## src/rtl/cpu_mem_pkg.sv

```systemverilog
// cpu_mem_pkg: shared state encoding and port/direction constants for the memory port arbiter
package cpu_mem_pkg;
    typedef enum logic [1:0] {
        IDLE    = 2'd0,
        ACCESS  = 2'd1,
        RELEASE = 2'd2
    } state_t;
    localparam logic RW_READ    = 1'b1;
    localparam logic WB_WORD    = 1'b1;
    localparam int   PORT_FETCH = 0;
    localparam int   PORT_DATA  = 1;
endpackage

```

## src/rtl/mem_access_arbiter_rr_arbiter2.sv

```systemverilog
// rr_arbiter2: two-way round-robin picker; on a tie the port not granted last time wins
module rr_arbiter2
    import cpu_mem_pkg::*;
(
    input  logic [1:0] req,
    input  logic       last,
    output logic [1:0] pick
);
    assign pick = (req == 2'b11) ? (last ? 2'b01 : 2'b10) : req;
endmodule

```

## src/rtl/mem_access_arbiter.sv

```systemverilog
// mem_access_arbiter: shares the MFA/MFC memory port between fetch (port 0) and load/store (port 1)
module mem_access_arbiter
    import cpu_mem_pkg::*;
#(
    parameter int AW      = 32,
    parameter int DW      = 32,
    parameter int TIMEOUT = 15,
    parameter int TW      = 4
) (
    input  logic          Clk,
    input  logic          Reset,
    input  logic [1:0]    req,
    input  logic [1:0]    rw,
    input  logic [1:0]    wb,
    input  logic [AW-1:0] addr0,
    input  logic [AW-1:0] addr1,
    input  logic [DW-1:0] wdata0,
    input  logic [DW-1:0] wdata1,
    output logic [1:0]    gnt,
    output logic [1:0]    done,
    output logic [1:0]    err,
    output logic [DW-1:0] rdata,
    output logic          busy,
    output logic          MFA,
    output logic          READ_WRITE,
    output logic          WORD_BYTE,
    output logic [AW-1:0] MEM_ADDR,
    output logic [DW-1:0] MEM_WDATA,
    input  logic [DW-1:0] MEM_RDATA,
    input  logic          MFC
);
    localparam logic [TW-1:0] CNT_LAST = TW'(TIMEOUT - 1);

    state_t        state_q, state_d;
    logic [1:0]    gnt_q, gnt_d, done_q, done_d, err_q, err_d, pick;
    logic [DW-1:0] rdata_q, rdata_d, wdata_q, wdata_d;
    logic [AW-1:0] addr_q, addr_d;
    logic [TW-1:0] cnt_q, cnt_d;
    logic          mfa_q, mfa_d, rw_q, rw_d, wb_q, wb_d, last_q, last_d;

    rr_arbiter2 u_rr (.req(req), .last(last_q), .pick(pick));

    always_comb begin
        state_d = state_q;
        gnt_d   = gnt_q;
        done_d  = 2'b00;
        err_d   = 2'b00;
        rdata_d = rdata_q;
        wdata_d = wdata_q;
        addr_d  = addr_q;
        cnt_d   = cnt_q;
        mfa_d   = mfa_q;
        rw_d    = rw_q;
        wb_d    = wb_q;
        last_d  = last_q;
        case (state_q)
            IDLE: if (req != 2'b00) begin
                gnt_d   = pick;
                addr_d  = pick[1] ? addr1 : addr0;
                wdata_d = pick[1] ? wdata1 : wdata0;
                rw_d    = pick[1] ? rw[1] : rw[0];
                wb_d    = pick[1] ? wb[1] : wb[0];
                mfa_d   = 1'b1;
                cnt_d   = '0;
                state_d = ACCESS;
            end
            ACCESS: if (MFC) begin
                done_d  = gnt_q;
                rdata_d = (rw_q == RW_READ) ? MEM_RDATA : rdata_q;
                mfa_d   = 1'b0;
                state_d = RELEASE;
            end else if (TIMEOUT != 0 && cnt_q == CNT_LAST) begin
                err_d   = gnt_q;
                mfa_d   = 1'b0;
                state_d = RELEASE;
            end else begin
                cnt_d = cnt_q + TW'(1);
            end
            // grant stays up until memory drops MFC, closing the 4-phase handshake
            RELEASE: if (!MFC) begin
                gnt_d   = 2'b00;
                last_d  = gnt_q[1];
                state_d = IDLE;
            end
            default: state_d = IDLE;
        endcase
    end

    always_ff @(posedge Clk or posedge Reset) begin
        if (Reset) begin
            state_q <= IDLE;
            gnt_q   <= '0;
            done_q  <= '0;
            err_q   <= '0;
            rdata_q <= '0;
            wdata_q <= '0;
            addr_q  <= '0;
            cnt_q   <= '0;
            mfa_q   <= 1'b0;
            rw_q    <= 1'b0;
            wb_q    <= 1'b0;
            last_q  <= 1'(PORT_DATA);
        end else begin
            state_q <= state_d;
            gnt_q   <= gnt_d;
            done_q  <= done_d;
            err_q   <= err_d;
            rdata_q <= rdata_d;
            wdata_q <= wdata_d;
            addr_q  <= addr_d;
            cnt_q   <= cnt_d;
            mfa_q   <= mfa_d;
            rw_q    <= rw_d;
            wb_q    <= wb_d;
            last_q  <= last_d;
        end
    end

    assign gnt        = gnt_q;
    assign done       = done_q;
    assign err        = err_q;
    assign rdata      = rdata_q;
    assign busy       = (state_q != IDLE);
    assign MFA        = mfa_q;
    assign READ_WRITE = rw_q;
    assign WORD_BYTE  = wb_q;
    assign MEM_ADDR   = addr_q;
    assign MEM_WDATA  = wdata_q;
endmodule
```

## config.mk

```make
export PLATFORM = sky130hd
export DESIGN_NAME = mem_access_arbiter
export DESIGN_NICKNAME = d
export VERILOG_FILES = /design/src/rtl/cpu_mem_pkg.sv /design/src/rtl/mem_access_arbiter_rr_arbiter2.sv /design/src/rtl/mem_access_arbiter.sv
export SDC_FILE = /design/constraint.sdc
export NUM_CORES = 1
export LEC_CHECK = 0
export CORE_MARGIN = 2
export CORE_UTILIZATION = 42
export CTS_CLUSTER_DIAMETER = 60
export DETAILED_ROUTE_END_ITERATION = 10
export PLACE_DENSITY = 0.89
export SETUP_SLACK_MARGIN = 0.2
export SLEW_MARGIN = 20
export SYNTH_ARGS = -nofsm -noshare
export SYNTH_HDL_FRONTEND = slang
export SYNTH_HIERARCHICAL = 1
export SYNTH_SLANG_ARGS = --single-unit
```

## constraint.sdc

```tcl
create_clock -name Clk -period 9 [get_ports Clk]
set_input_delay 2.25 -clock Clk [delete_from_list [all_inputs] [get_ports Clk]]
set_output_delay 2.25 -clock Clk [all_outputs]
set_load 0.005 [all_outputs]
```

=== Yosys cells after proc, flatten, opt, wreduce, memory -nomap -nowiden ===
Index checks and enable logic that the tools add are counted.

* Div/mod/pow operators: 0
* Muxes and demuxes: 26
* Order comparisons: 0
* Equality and inequality tests: 9
* Bitwise logic cells: 1
* Add/subtract/negate cells: 1
* Shift-type cells: 0
* Multipliers: 0
* Reductions and logical operators: 12

{| class="wikitable"
|+ Operator list
! kind !! number
|-
| 32-bit 2-to-1 mux || 2
|-
| 2-bit 2-to-1 mux || 12
|-
| 4-bit 2-to-1 mux || 3
|-
| 3-bit AND reduction || 3
|-
| 2-bit inequality test (second input constant) || 4
|-
| 4-bit case mux with 2 select lines || 1
|-
| 2-bit nonzero test || 4
|-
| 2-bit case mux with 3 select lines || 1
|-
| 2-bit AND reduction || 3
|-
| 1-bit 2-to-1 mux || 5
|-
| 4-bit by 1-bit adder with 4-bit output (second input constant) || 1
|-
| 2-bit equality test (second input constant) || 2
|-
| 4-bit equality test (second input constant) || 1
|-
| 2-bit case mux with 2 select lines || 1
|-
| 4-bit AND reduction || 1
|-
| 3-bit inequality test (second input constant) || 1
|-
| 2-bit by 1-bit equality test with 1-bit output (second input constant) || 1
|-
| 2-bit zero test || 1
|-
| 1-bit case mux with 2 select lines || 1
|-
| 1-bit NOT || 1
|}

* Bits of input ports: 169
* Memories: 0
* Register bits after elaboration: 112
* ROM bits: 0
* Logic and storage cells: 61
* Output and inout bits: 106
* Bits in writable memories: 0
* Latch bits: 0

=== Logic depth before layout (Yosys ltp) ===
* Word-level depth: 4
* Gate-level depth with buffers: 6
* Gate-level depth less buffers: 5

=== Cells and area by module ===
The synthesis kept the hierarchy.

{| class="wikitable"
|+ Modules (own cells, without submodules)
! module !! cells an instance !! seq. area each (µm²) !! times used !! area each (µm²)
|-
| mem_access_arbiter || 416 || 2803.9 || 1 || 4919.7
|-
| rr_arbiter2 || 3 || 0.0 || 1 || 18.8
|}

=== Least setup slack after synthesis ===
OpenSTA, ideal clock, no wires.

* Path kind: input port to flip-flop
* From: in req[1]
* To: reg addr_q[10] (netlist: MEM_ADDR[10])
* Buffers on the path: 3
* Setup slack: 5538 ps
* Arrival: 3325 ps
* Cell stages on the path: 6
* Library setup time: 137 ps
* Data required time: 8863 ps
* Cells stage by stage: a21boi_0 -> clkbuf_1 -> buf_2 -> buf_2 -> mux2i_1 -> a21oi_1

* Longest elaborated chain between the ends: 3
* Elaborated cells between the ends (all ways): 5
* Those cells by class: eq/ne (1); mux (2); reduce/logical (2)

{| class="wikitable"
|+ Ends and longest elaborated chain
! element !! line !! source
|-
| start: declaration || mem_access_arbiter.sv:12 || <nowiki>input logic [1:0] req,</nowiki>
|-
| 2-bit equality test || mem_access_arbiter_rr_arbiter2.sv:9 || <nowiki>assign pick = (req == 2'b11) ? (last ? 2'b01 : 2'b10) : req;</nowiki>
|-
| 2-bit 2-to-1 mux || mem_access_arbiter_rr_arbiter2.sv:9 ||
|-
| 32-bit 2-to-1 mux || mem_access_arbiter.sv:59 || <nowiki>addr_d = pick[1] ? addr1 : addr0;</nowiki>
|-
| end signal: assignment || mem_access_arbiter.sv:110 || <nowiki>addr_q <= addr_d;</nowiki>
|-
| end: declaration || mem_access_arbiter.sv:37 || <nowiki>logic [AW-1:0] addr_q, addr_d;</nowiki>
|}

Parallel ways exist; a longest one is shown, timed or not.
A chain may end at the register's enable or synchronous reset.

=== Worst setup path in the final report ===
* From: in req[1]
* To: reg addr_q[28] (netlist: MEM_ADDR[28])

* Longest elaborated chain between the ends: 3
* Elaborated cells between the ends (all ways): 5
* Those cells by class: eq/ne (1); mux (2); reduce/logical (2)

{| class="wikitable"
|+ Ends and longest elaborated chain
! element !! line !! source
|-
| 2-bit equality test || mem_access_arbiter_rr_arbiter2.sv:9 ||
|-
| 2-bit 2-to-1 mux * || mem_access_arbiter_rr_arbiter2.sv:9 ||
|-
| named net pick[1] || mem_access_arbiter.sv:35 || <nowiki>logic [1:0] gnt_q, gnt_d, done_q, done_d, err_q, err_d, pick;</nowiki>
|-
| 32-bit 2-to-1 mux * || mem_access_arbiter.sv:59 ||
|}

Mark *: on every way through the listed nets, which the timed path passes. The rest lies on a longest branch.

==> impl_metrics.toml <==
[setup_path]
crit_path_start_kind = "primary input"
required_ns = 9.19
worst-path-max-fanout = 46
worstSetupPathType = "in -> reg"
cp.arrival_ns = 4.76
r2r_start = "last_q"
startpoint = "req[1]"
end_kind = "register"

[detailed_routing]
drt_pass1_iterations = 5
ant_nets = 0
dr.first_iter.drc_count = 185
drc = 0
vias_per_cell = 5.27
routed-via-count = 4329
wire_per_inst_um = 17.9
drt_wl_total_mm = 14.7

[synth]
yosysSeqAreaShare_pct = 56.8
synth_top_family_by_area = "multiplexers"
synth_xor_area_share_pct = 0
synth_compound_area_share_pct = 15.4
synthAdderAreaFrac_pct = 0.507
yosys.area_share.simple_pct = 2.66
synth_cell_types = 34
synth_cells = 419
synthMuxAreaShare_pct = 21.1
ys_ff_latch = 112
syn_area_um2 = 4940
synth_nets = 590
synth.avg_cell_area_um2 = 11.8
yosysWarnings = 6

[floorplan]
core_um2 = 11500
ios = 275
start_util_pct = 43.1
fp.dieH_um = 112
die_x_um = 112
rows = 39
dieArea_um2 = 12600

[placement]
post-dp-hpwl_mm = 10.9
portBuffers = 274
gp_congestion = 0.824
place_ws_ns = 4.08

[global_route]
grt_pass1_vias = 4575
grt.overflow.total = 0
antenna_found_initial = 0
grt_pass1_wl_mm = 23.3
grt_start_max_net_pins = 79
grtUsageTotal_pct = 23.0

[timing]
hold_viol_final = 0
slew_headroom_pct = 35.6
final.setup.tns_ns = 0
fin_crit_sh_pct = 50.8
rsz0062_at_grt = "no"
fmax_mhz = 219
hold_slack_ns = 0.489
finalCriticalPeriod_ns = 4.57
finalSetupViolCount = 0
fin_ws_ns = 4.43
slew_violations = 0
worst_pin_slew_ns = 0.965
clock_skew_ns = 0.00724

[clock_network]
cts.path.max_buffers = 2
insertion_delay_ns = 0.33
clock-root-buffer = "clkbuf_16"
cts_tree = "done"
clkTransAtPathRegs_ns = 0.07
post_cts_buffers = 0
cts_sinks = 112
cts_resized = 0
cts_buffers = 9
cts-hold-fix-buffers = 0
h-tree-depth = 3

[worst_hold_path]
hp-class = "reg -> reg"
hold_start = "rdata[22]"

[power]
p_seq_share_pct = 37.5
clockPowerShare_pct = 14.8
intPower_w = 0.00161
switching_power_w = 0.000772
ir_drop_v = 0.000152
p_sw_share_pct = 32.4
powerDensity_nw_per_um2 = 297
p_comb_share_pct = 47.8
p_leak_nw = 3.34

[cells_and_area]
final_common_cell = "clkdlybuf4s50_1"
area_growth_pct = 62.6
utilization_pct = 70.0
drive_gt1_share_pct = 8.10
final_nets = 847
antenna_cells = 0
layout_common_cells = "clkdlybuf4s50_1, a21oi_1, dfrtp_1, mux2i_1, mux2_2"

[job]
max-cap-violations = 0

[outcome]
status = "finished clean"
[kinds of logic after synthesis]
family,Yosys count
AO/OA/AOI/OAI,144
multiplexers,100
AND/OR/NAND/NOR,22
flip-flops,112
adder cells (fa/ha/maj),2
buffers and inverters,39
[final cells by class]
| type | instances | area, um2 |
|---|---|---|
| Inverter | 6 | 25.0 |
| Timing Repair Buffer | 279 | 2780 |
| Tap cell | 143 | 179 |
| Sequential cell | 112 | 2800 |
| Clock buffer | 13 | 250 |
| Clock inverter | 1 | 5.00 |
| Fill cell | 829 | 3440 |
| Multi-Input combinational cell | 268 | 1980 |
[final timing paths]
| kind | to | slack [ns] | depth (start not counted) |
|---|---|---|---|
| setup / recovery | MEM_ADDR[28] | 4.43 | 5 |
| max in group asynchronous | MEM_ADDR[10] | 5.40 | 3 |
| min in group asynchronous | rdata[7] | 2.28 | 2 |
| setup reg to reg | MEM_ADDR[28] | 6.55 | 4 |
| hold reg to reg | rdata[22] | 0.49 | 1 |
| hold / removal | rdata[22] | 0.49 | 1 |
[sequential cells by signal, indices dropped and copies added (netlist names)]
| signal | cells |
|---|---|
| MFA | 1 |
| READ_WRITE | 1 |
| state_q | 2 |
| done | 2 |
| rdata | 32 |
| MEM_ADDR | 32 |
| cnt_q | 4 |
| err | 2 |
| last_q | 1 |
| gnt | 2 |
| MEM_WDATA | 32 |
| WORD_BYTE | 1 |
[cells in the mapped netlist, drive strengths merged]
cell type    n  share of area (%)
nor2         3               0.28
o22ai        1               0.41
dfstp        1               0.53
mux2        34                7.8
dfrtp      111                 56
nand2        1              0.076
and2b        1               0.15
o211ai       2               0.30
a21boi       2               0.30
or4          1               0.15
nand3        4               0.41
or3b         1               0.18
clkbuf      11               0.84
a22o         2               0.35
o21ai        2               0.20
a21oi      133                 13
nor3         1               0.10
inv          6               0.46
o21bai       1               0.15
mux2i       66                 13
ha           2               0.51
o21a         1               0.15
or3          1               0.13
nor3b        2               0.30
or2          1               0.13
buf         22                2.3
and3         5               0.63
nor2b        1               0.13
[critical path, stage by stage]
cell	delay [ns]
clkdlybuf4s50_1	0.54
a21boi_4	0.77
buf_4	0.75
mux2i_1	0.31
a21oi_1	0.10
[power by group through the flow]
stage               Combinational, W  Sequential [W]  Clock, W
finish                       0.00114        0.000892  0.000352
global route                 0.00122        0.000920  0.000387
CTS                          0.00115        0.000892  0.000364
detailed placement           0.00114        0.000899         0
global placement             0.00111        0.000882         0
floorplan                   0.000464        0.000894         0
[per-layer routing]
metal / up-vias / track usage [%] / part of all wire [%]
met4: 0 / 7.32 / 2.0
met5: - / 0 / 0
li1: 2020 / - / -
met1: 2098 / 26.5 / 38
met3: 22 / 5.83 / 7.5
met2: 189 / 42.1 / 53
[through the flow]
stage / total power [W] / area [um2] / std cells
floorplan: 0.00136 / 4940 / 419
global placement: 0.00199 / 7770 / 808
detailed placement: 0.00204 / 7770 / 808
CTS: 0.00240 / 8030 / 822
global route: 0.00253 / 8030 / 822
finish: 0.00238 / 8030 / 822
(Power assumes the default switching activity.)
